$ cat src/rtl/commutation_request_gen_pkg.sv
// Shared definitions between the commutation request generator and the commutation FSM:
// phase-select load codes and the local control-state encoding.
package commutation_request_gen_pkg;

  localparam int LOAD_W = 2;

  typedef enum logic [LOAD_W-1:0] {
    NUL = 2'b00,
    LAA = 2'b01,
    LBB = 2'b10,
    LCC = 2'b11
  } load_e;

  typedef enum logic [1:0] {
    ST_IDLE  = 2'b00,
    ST_RUN   = 2'b01,
    ST_FAULT = 2'b10
  } state_e;

endpackage

$ cat src/rtl/commutation_request_gen_current_sign_filter.sv
// Source-current sign detector: hysteresis band plus debounce on valid samples,
// and a combinational overcurrent compare on the same sample.
module commutation_request_gen_current_sign_filter
  import commutation_request_gen_pkg::*;
#(
  parameter int I_W      = 12,
  parameter int HYST     = 16,
  parameter int DEBOUNCE = 4,
  parameter int I_TRIP   = 1800
) (
  input  logic           clk,
  input  logic           rst_n,
  input  logic [I_W-1:0] i_meas_i,
  input  logic           i_valid_i,
  output logic           sign_o,
  output logic           over_o
);

  localparam int DB_W = (DEBOUNCE < 2) ? 1 : $clog2(DEBOUNCE);
  localparam logic [DB_W-1:0]       DB_LAST = DB_W'(DEBOUNCE - 1);
  localparam logic signed [I_W:0]   HYST_P  = (I_W + 1)'(HYST);
  localparam logic signed [I_W:0]   HYST_N  = -HYST_P;
  localparam logic [I_W:0]          TRIP    = (I_W + 1)'(I_TRIP);

  logic signed [I_W:0] i_ext;
  logic [I_W:0]        i_mag;
  logic                is_pos;
  logic                is_neg;
  logic                sign_q, sign_d;
  logic [DB_W-1:0]     db_cnt_q, db_cnt_d;

  // One extra bit so the magnitude of the most negative sample does not overflow.
  assign i_ext  = {i_meas_i[I_W-1], i_meas_i};
  assign i_mag  = i_ext[I_W] ? $unsigned(-i_ext) : $unsigned(i_ext);
  assign is_pos = i_ext > HYST_P;
  assign is_neg = i_ext < HYST_N;
  assign over_o = i_valid_i && (i_mag > TRIP);
  assign sign_o = sign_q;

  // The counter only advances on samples that argue for the opposite sign.
  always_comb begin
    sign_d   = sign_q;
    db_cnt_d = db_cnt_q;
    if (i_valid_i) begin
      if ((is_pos && !sign_q) || (is_neg && sign_q)) begin
        if (db_cnt_q == DB_LAST) begin
          sign_d   = !sign_q;
          db_cnt_d = '0;
        end else begin
          db_cnt_d = db_cnt_q + DB_W'(1);
        end
      end else begin
        db_cnt_d = '0;
      end
    end
  end

  always_ff @(posedge clk or negedge rst_n) begin
    if (!rst_n) begin
      sign_q   <= 1'b0;
      db_cnt_q <= '0;
    end else begin
      sign_q   <= sign_d;
      db_cnt_q <= db_cnt_d;
    end
  end

endmodule

$ cat src/rtl/commutation_request_gen.sv
// Generates the per-period A->B->C DesiredLoad sequence from shadowed duty commands,
// owns the sticky Short fault and forwards the debounced current sign.
module commutation_request_gen
  import commutation_request_gen_pkg::*;
#(
  parameter int CNT_W     = 12,
  parameter int PERIOD    = 1000,
  parameter int MIN_DWELL = 8,
  parameter int I_W       = 12,
  parameter int HYST      = 16,
  parameter int DEBOUNCE  = 4,
  parameter int I_TRIP    = 1800
) (
  input  logic              clk,
  input  logic              rst_n,
  input  logic              start,
  input  logic [CNT_W-1:0]  duty_a,
  input  logic [CNT_W-1:0]  duty_b,
  input  logic              duty_valid,
  input  logic [I_W-1:0]    i_meas,
  input  logic              i_valid,
  input  logic              fault_in,
  input  logic              fault_clr,
  output logic [LOAD_W-1:0] DesiredLoad,
  output logic              CurrentSign,
  output logic              Short,
  output logic              period_start
);

  localparam logic [CNT_W:0]   PER      = (CNT_W + 1)'(PERIOD);
  localparam logic [CNT_W:0]   MDW      = (CNT_W + 1)'(MIN_DWELL);
  localparam logic [CNT_W-1:0] CNT_LAST = CNT_W'(PERIOD - 1);

  state_e           state_q;
  logic [CNT_W-1:0] cnt_q;
  logic [CNT_W-1:0] shadow_a_q, shadow_b_q;
  logic [CNT_W:0]   end_a_q, end_b_q;
  logic [1:0]       fault_sync_q;
  load_e            load_q;
  logic             period_start_q;
  logic             short_q;

  logic             over_cur;
  logic             fault_set;
  logic             run_go;
  logic             cnt_wrap;
  logic [CNT_W:0]   seg_a, seg_b, seg_c;
  load_e            seg_load;

  assign fault_set = fault_sync_q[1] | over_cur;
  assign cnt_wrap  = (cnt_q == CNT_LAST);
  assign run_go    = (state_q == ST_RUN) && start && !fault_set;

  // Segment lengths from the shadow duties; every nonzero segment ends up >= MIN_DWELL.
  always_comb begin
    seg_a = {1'b0, shadow_a_q};
    if (seg_a > PER) seg_a = PER;
    seg_b = {1'b0, shadow_b_q};
    if (seg_b > PER - seg_a) seg_b = PER - seg_a;
    if (seg_a != '0 && seg_a < MDW) begin
      seg_b = seg_b + seg_a;
      seg_a = '0;
    end
    if (seg_b != '0 && seg_b < MDW) seg_b = '0;
    seg_c = PER - seg_a - seg_b;
    if (seg_c != '0 && seg_c < MDW) begin
      if (seg_b != '0) seg_b = seg_b + seg_c;
      else             seg_a = seg_a + seg_c;
    end
  end

  always_comb begin
    if ({1'b0, cnt_q} < end_a_q)      seg_load = LAA;
    else if ({1'b0, cnt_q} < end_b_q) seg_load = LBB;
    else                              seg_load = LCC;
  end

  always_ff @(posedge clk or negedge rst_n) begin
    if (!rst_n) begin
      shadow_a_q   <= '0;
      shadow_b_q   <= '0;
      fault_sync_q <= '0;
    end else begin
      fault_sync_q <= {fault_sync_q[0], fault_in};
      if (duty_valid) begin
        shadow_a_q <= duty_a;
        shadow_b_q <= duty_b;
      end
    end
  end

  // Active bounds reload whenever the next cnt is 0, so a same-cycle shadow write waits a period.
  always_ff @(posedge clk or negedge rst_n) begin
    if (!rst_n) begin
      end_a_q <= '0;
      end_b_q <= '0;
    end else if (!run_go || cnt_wrap) begin
      end_a_q <= seg_a;
      end_b_q <= seg_a + seg_b;
    end
  end

  always_ff @(posedge clk or negedge rst_n) begin
    if (!rst_n) begin
      state_q        <= ST_IDLE;
      cnt_q          <= '0;
      load_q         <= NUL;
      period_start_q <= 1'b0;
      short_q        <= 1'b0;
    end else begin
      load_q         <= NUL;
      period_start_q <= 1'b0;
      cnt_q          <= '0;
      if (fault_set) begin
        state_q <= ST_FAULT;
        short_q <= 1'b1;
      end else begin
        case (state_q)
          ST_IDLE: begin
            if (start) state_q <= ST_RUN;
          end
          ST_RUN: begin
            if (!start) begin
              state_q <= ST_IDLE;
            end else begin
              cnt_q          <= cnt_wrap ? '0 : cnt_q + CNT_W'(1);
              load_q         <= seg_load;
              period_start_q <= (cnt_q == '0);
            end
          end
          ST_FAULT: begin
            if (fault_clr) begin
              state_q <= ST_IDLE;
              short_q <= 1'b0;
            end
          end
          default: begin
            state_q <= ST_IDLE;
            short_q <= 1'b0;
          end
        endcase
      end
    end
  end

  commutation_request_gen_current_sign_filter #(
    .I_W      (I_W),
    .HYST     (HYST),
    .DEBOUNCE (DEBOUNCE),
    .I_TRIP   (I_TRIP)
  ) u_sign_filter (
    .clk       (clk),
    .rst_n     (rst_n),
    .i_meas_i  (i_meas),
    .i_valid_i (i_valid),
    .sign_o    (CurrentSign),
    .over_o    (over_cur)
  );

  assign DesiredLoad  = load_q;
  assign Short        = short_q;
  assign period_start = period_start_q;

endmodule
$ cat config.mk
export PLATFORM = sky130hd
export DESIGN_NAME = commutation_request_gen
export DESIGN_NICKNAME = d
export VERILOG_FILES = /design/src/rtl/commutation_request_gen_pkg.sv /design/src/rtl/commutation_request_gen_current_sign_filter.sv /design/src/rtl/commutation_request_gen.sv
export SDC_FILE = /design/constraint.sdc
export NUM_CORES = 1
export LEC_CHECK = 0
export ABC_CLOCK_PERIOD_IN_PS = 22500
export BUFFER_PORTS_ARGS = -buffer_cell sky130_fd_sc_hd__buf_4
export CAP_MARGIN = 5
export CORE_MARGIN = 2
export CORE_UTILIZATION = 55
export DETAILED_ROUTE_END_ITERATION = 10
export GPL_ROUTABILITY_DRIVEN = 0
export PLACE_DENSITY_LB_ADDON = 0.15
export SKIP_LAST_GASP = 1
export SYNTH_ARGS = -nofsm -noshare
export SYNTH_HDL_FRONTEND = slang
export SYNTH_SLANG_ARGS = --single-unit
$ cat constraint.sdc
create_clock -name clk -period 22.5 [get_ports clk]
set_clock_uncertainty 0.1 [all_clocks]
set_input_delay 1.125 -clock clk [delete_from_list [all_inputs] [get_ports clk]]
set_output_delay 1.125 -clock clk [all_outputs]
set_load 0.01 [all_outputs]
==> results_dict.tcl <==
set metrics [dict create \
    fin_tns_setup_ns 0 \
    post_drt_wl_per_cell_um 15.6 \
    ys_types 71 \
    combinationalPowerShare_pct 66.2 \
    cts_root_buf "clkbuf_16" \
    wl_met3_um 818 \
    critical-path-max-stage-delay_ns 0.69 \
    rr_endpoint "end_b_q[12]$_DFFE_PN0P_" \
    drive_gt1_share_pct 11.4 \
    cts_setup_buffers 0 \
    vias 6689 \
    ir_drop_uv 63.5 \
    crit_top_cell "o21ai_0" \
    p_sw_share_pct 44.3 \
    clkPwrFrac_pct 17.0 \
    setup_viol 0 \
    clkLatencyLatePin_ns 0.35 \
    cts.clk_slew.worst_paths_ns 0.06 \
    cts_resized 0 \
    crit_fanout 18 \
    power_w 0.000987 \
    synth_edf_count 0 \
    wirelength_um 18100 \
    grt_max_degree 74 \
    crit_type "flip-flop to flip-flop" \
    die_y_um 122 \
    grt_pass1_wl_um 31100 \
    grt_setup_unrepaired "false" \
    yosys-top-cells-area "dfrtp_1 24%, ha_1 18%, inv_1 5.1%, mux2_2 4.8%, xnor2_1 4.5%" \
    synth_most_common_cell "ha_1" \
    start_util_pct 56.0 \
    post-synth-top-area-cell "dfrtp_1" \
    holdPathStages 0 \
    place.detailed.hpwl_um 14400 \
    cts_hold_buf 0 \
    rr_worst_depth 51 \
    setup_slack_ns 8.46 \
    wl_met2_um 8290 \
    cts_tree "built" \
    ios 48 \
    numCtsBuffers 9 \
    tightest_slew_ns 1.02 \
    leakagePower_nw 4.08 \
    fin_crit_ns 14.04 \
    switching_power_w 0.000438 \
    startpoint "shadow_a_q[10]$_DFFE_PN0P_" \
    yosysSeqAreaShare_pct 23.7 \
    synth.avg_cell_area_um2 8.22 \
    required_ns 22.64 \
    drv_slew 0 \
    crit_arrival_ns 14.18 \
    grt_overflow_total 0 \
    status "finished clean" \
    yosysTopAreaCellShare_pct 23.7 \
    cp-end-kind "flip-flop" \
    first_pass_iters 5 \
    num-nets-final 1138 \
    dpl_worst_slack_ns 8.69 \
    htreeDepth 3 \
    critPathSlowestCell "or4b_2" \
    yosys-top-cells-count "110 x ha_1, 104 x inv_1, 87 x nor2_1" \
    reg2reg_setup_slack_ns 8.46 \
    ctsLongestPathBuffers 2 \
    drc 0 \
    max_clock_freq_mhz 71.2 \
    via_per_inst 5.75 \
    rows 43 \
    powerDensity_mw_per_mm2 115 \
    worstHoldEndpoint "fault_sync_q[1]$_DFF_PN0_" \
    relSlewSlack_pct 31.1 \
    highest_layer "met4" \
    clock_sinks 73 \
    synthCells 939 \
    track_usage_pct 26.3 \
    core-area_mm2 0.0138 \
    grt_pass1_vias 6459 \
    seqPwrFrac_pct 16.7 \
    ys_warn_count 0 \
    synth.cell_area_mm2 0.00772 \
    ant_nets 0 \
    hp-start "fault_sync_q[0]$_DFF_PN0_" \
    startpoint_type "flip-flop" \
    area_delta_synth_final_pct 10.9 \
    synth_ff_type "dfrtp_1" \
    wl_met1_um 8380 \
    worstHoldPathType "flip-flop to flip-flop" \
    antenna_found_initial 0 \
    post-route-period-util_pct 62.4 \
    internal_power_w 0.000549 \
    hold_violations 0 \
    n_antenna_cell 0 \
    drt-initial-drc-count 416 \
    reg2reg_from "shadow_a_q[10]$_DFFE_PN0P_" \
    drv_cap 0 \
    dieArea_mm2 0.0150 \
    postSynth.asyncResetShare_pct 100 \
    portBuffers 47 \
    chipWidth_um 122 \
    ys_ff_latch 73 \
]
[worst max-delay path: cells and delay by family (launching register included)]
family          cells  cell delay (ns)
compound gates     22             5.81
xor+xnor            1             0.16
fa+ha+maj           8             2.49
buf+inv             5             0.39
flops               1             0.46
simple gates       15             4.49
[worst max path at each step]
stage	endpoint	slack, ns	cells after the start
2_1_floorplan	end_b_q[12]$_DFFE_PN0P_	10.53	59
3_3_place_gp	end_b_q[12]$_DFFE_PN0P_	9.08	54
3_5_place_dp	end_b_q[12]$_DFFE_PN0P_	8.69	54
4_1_cts	end_b_q[12]$_DFFE_PN0P_	8.68	54
5_1_grt	end_b_q[12]$_DFFE_PN0P_	7.02	54
6_report	end_b_q[12]$_DFFE_PN0P_	8.46	51
[metrics by stage]
stage          std cells  util, %  hold WS [ns]  area (um^2)
6_report            1164     62.1         0.265         8560
5_1_grt             1164     62.1         0.281         8560
4_1_cts             1164     62.1         0.271         8560
3_5_place_dp        1149     59.6         0.257         8220
3_3_place_gp        1149     59.6         0.253         8220
2_1_floorplan        944        -         0.231         7740
[placed cells by master (no fill, tap or decap), types with 26 or more instances in the layout]
| cell | synthesis | final |
|---|---|---|
| buf_4 | 0 | 49 |
| nor3_1 | 27 | 27 |
| xnor2_1 | 40 | 40 |
| nor2_1 | 87 | 87 |
| a21oi_1 | 50 | 50 |
| mux2_2 | 33 | 33 |
| dfrtp_1 | 73 | 73 |
| ha_1 | 110 | 110 |
| inv_1 | 104 | 104 |
| nand2_1 | 72 | 72 |
| o21ai_0 | 58 | 58 |
| nand3_1 | 26 | 26 |
[final cells by class]
class	instances	area (um^2)
Tap cell	180	225
Sequential cell	73	1830
Multi-Input combinational cell	743	5410
Clock inverter	5	104
Timing Repair Buffer	49	368
Fill cell	1244	5220
Clock buffer	10	239
Inverter	104	390
[state kept, by name (all words and copies together), names as in the netlist]
register / count
DesiredLoad: 2
Short: 1
cnt_q: 12
end_a_q: 13
end_b_q: 13
fault_sync_q: 2
period_start: 1
shadow_a_q: 12
shadow_b_q: 12
state_q: 2
u_sign_filter.db_cnt_q: 2
u_sign_filter.sign_o: 1
[power by group through the flow]
stage	logic, W	registers, W	clock network (W)
3_5_place_dp	0.000646	0.000167	0
3_3_place_gp	0.000641	0.000166	0
2_1_floorplan	0.000522	0.000162	0
6_report	0.000653	0.000165	0.000168
5_1_grt	0.000738	0.000168	0.000176
4_1_cts	0.000650	0.000165	0.000170
[per-layer routing]
| layer | vias to the layer above | GRT usage (%) |
|---|---|---|
| met5 | - | 0 |
| met3 | 38 | 5.16 |
| met1 | 3081 | 33.3 |
| met4 | 0 | 10.6 |
| met2 | 175 | 44.0 |
| li1 | 3395 | - |
[cells by family after synthesis]
family          synth area share (%)
simple gates                    18.8
mux                             6.65
buf+inv                         6.53
xor+xnor                        6.70
flops                           23.7
compound gates                  18.4
other cells                   0.0973
fa+ha+maj                       19.1
No activity file was read; power rests on OpenSTA's default activity.
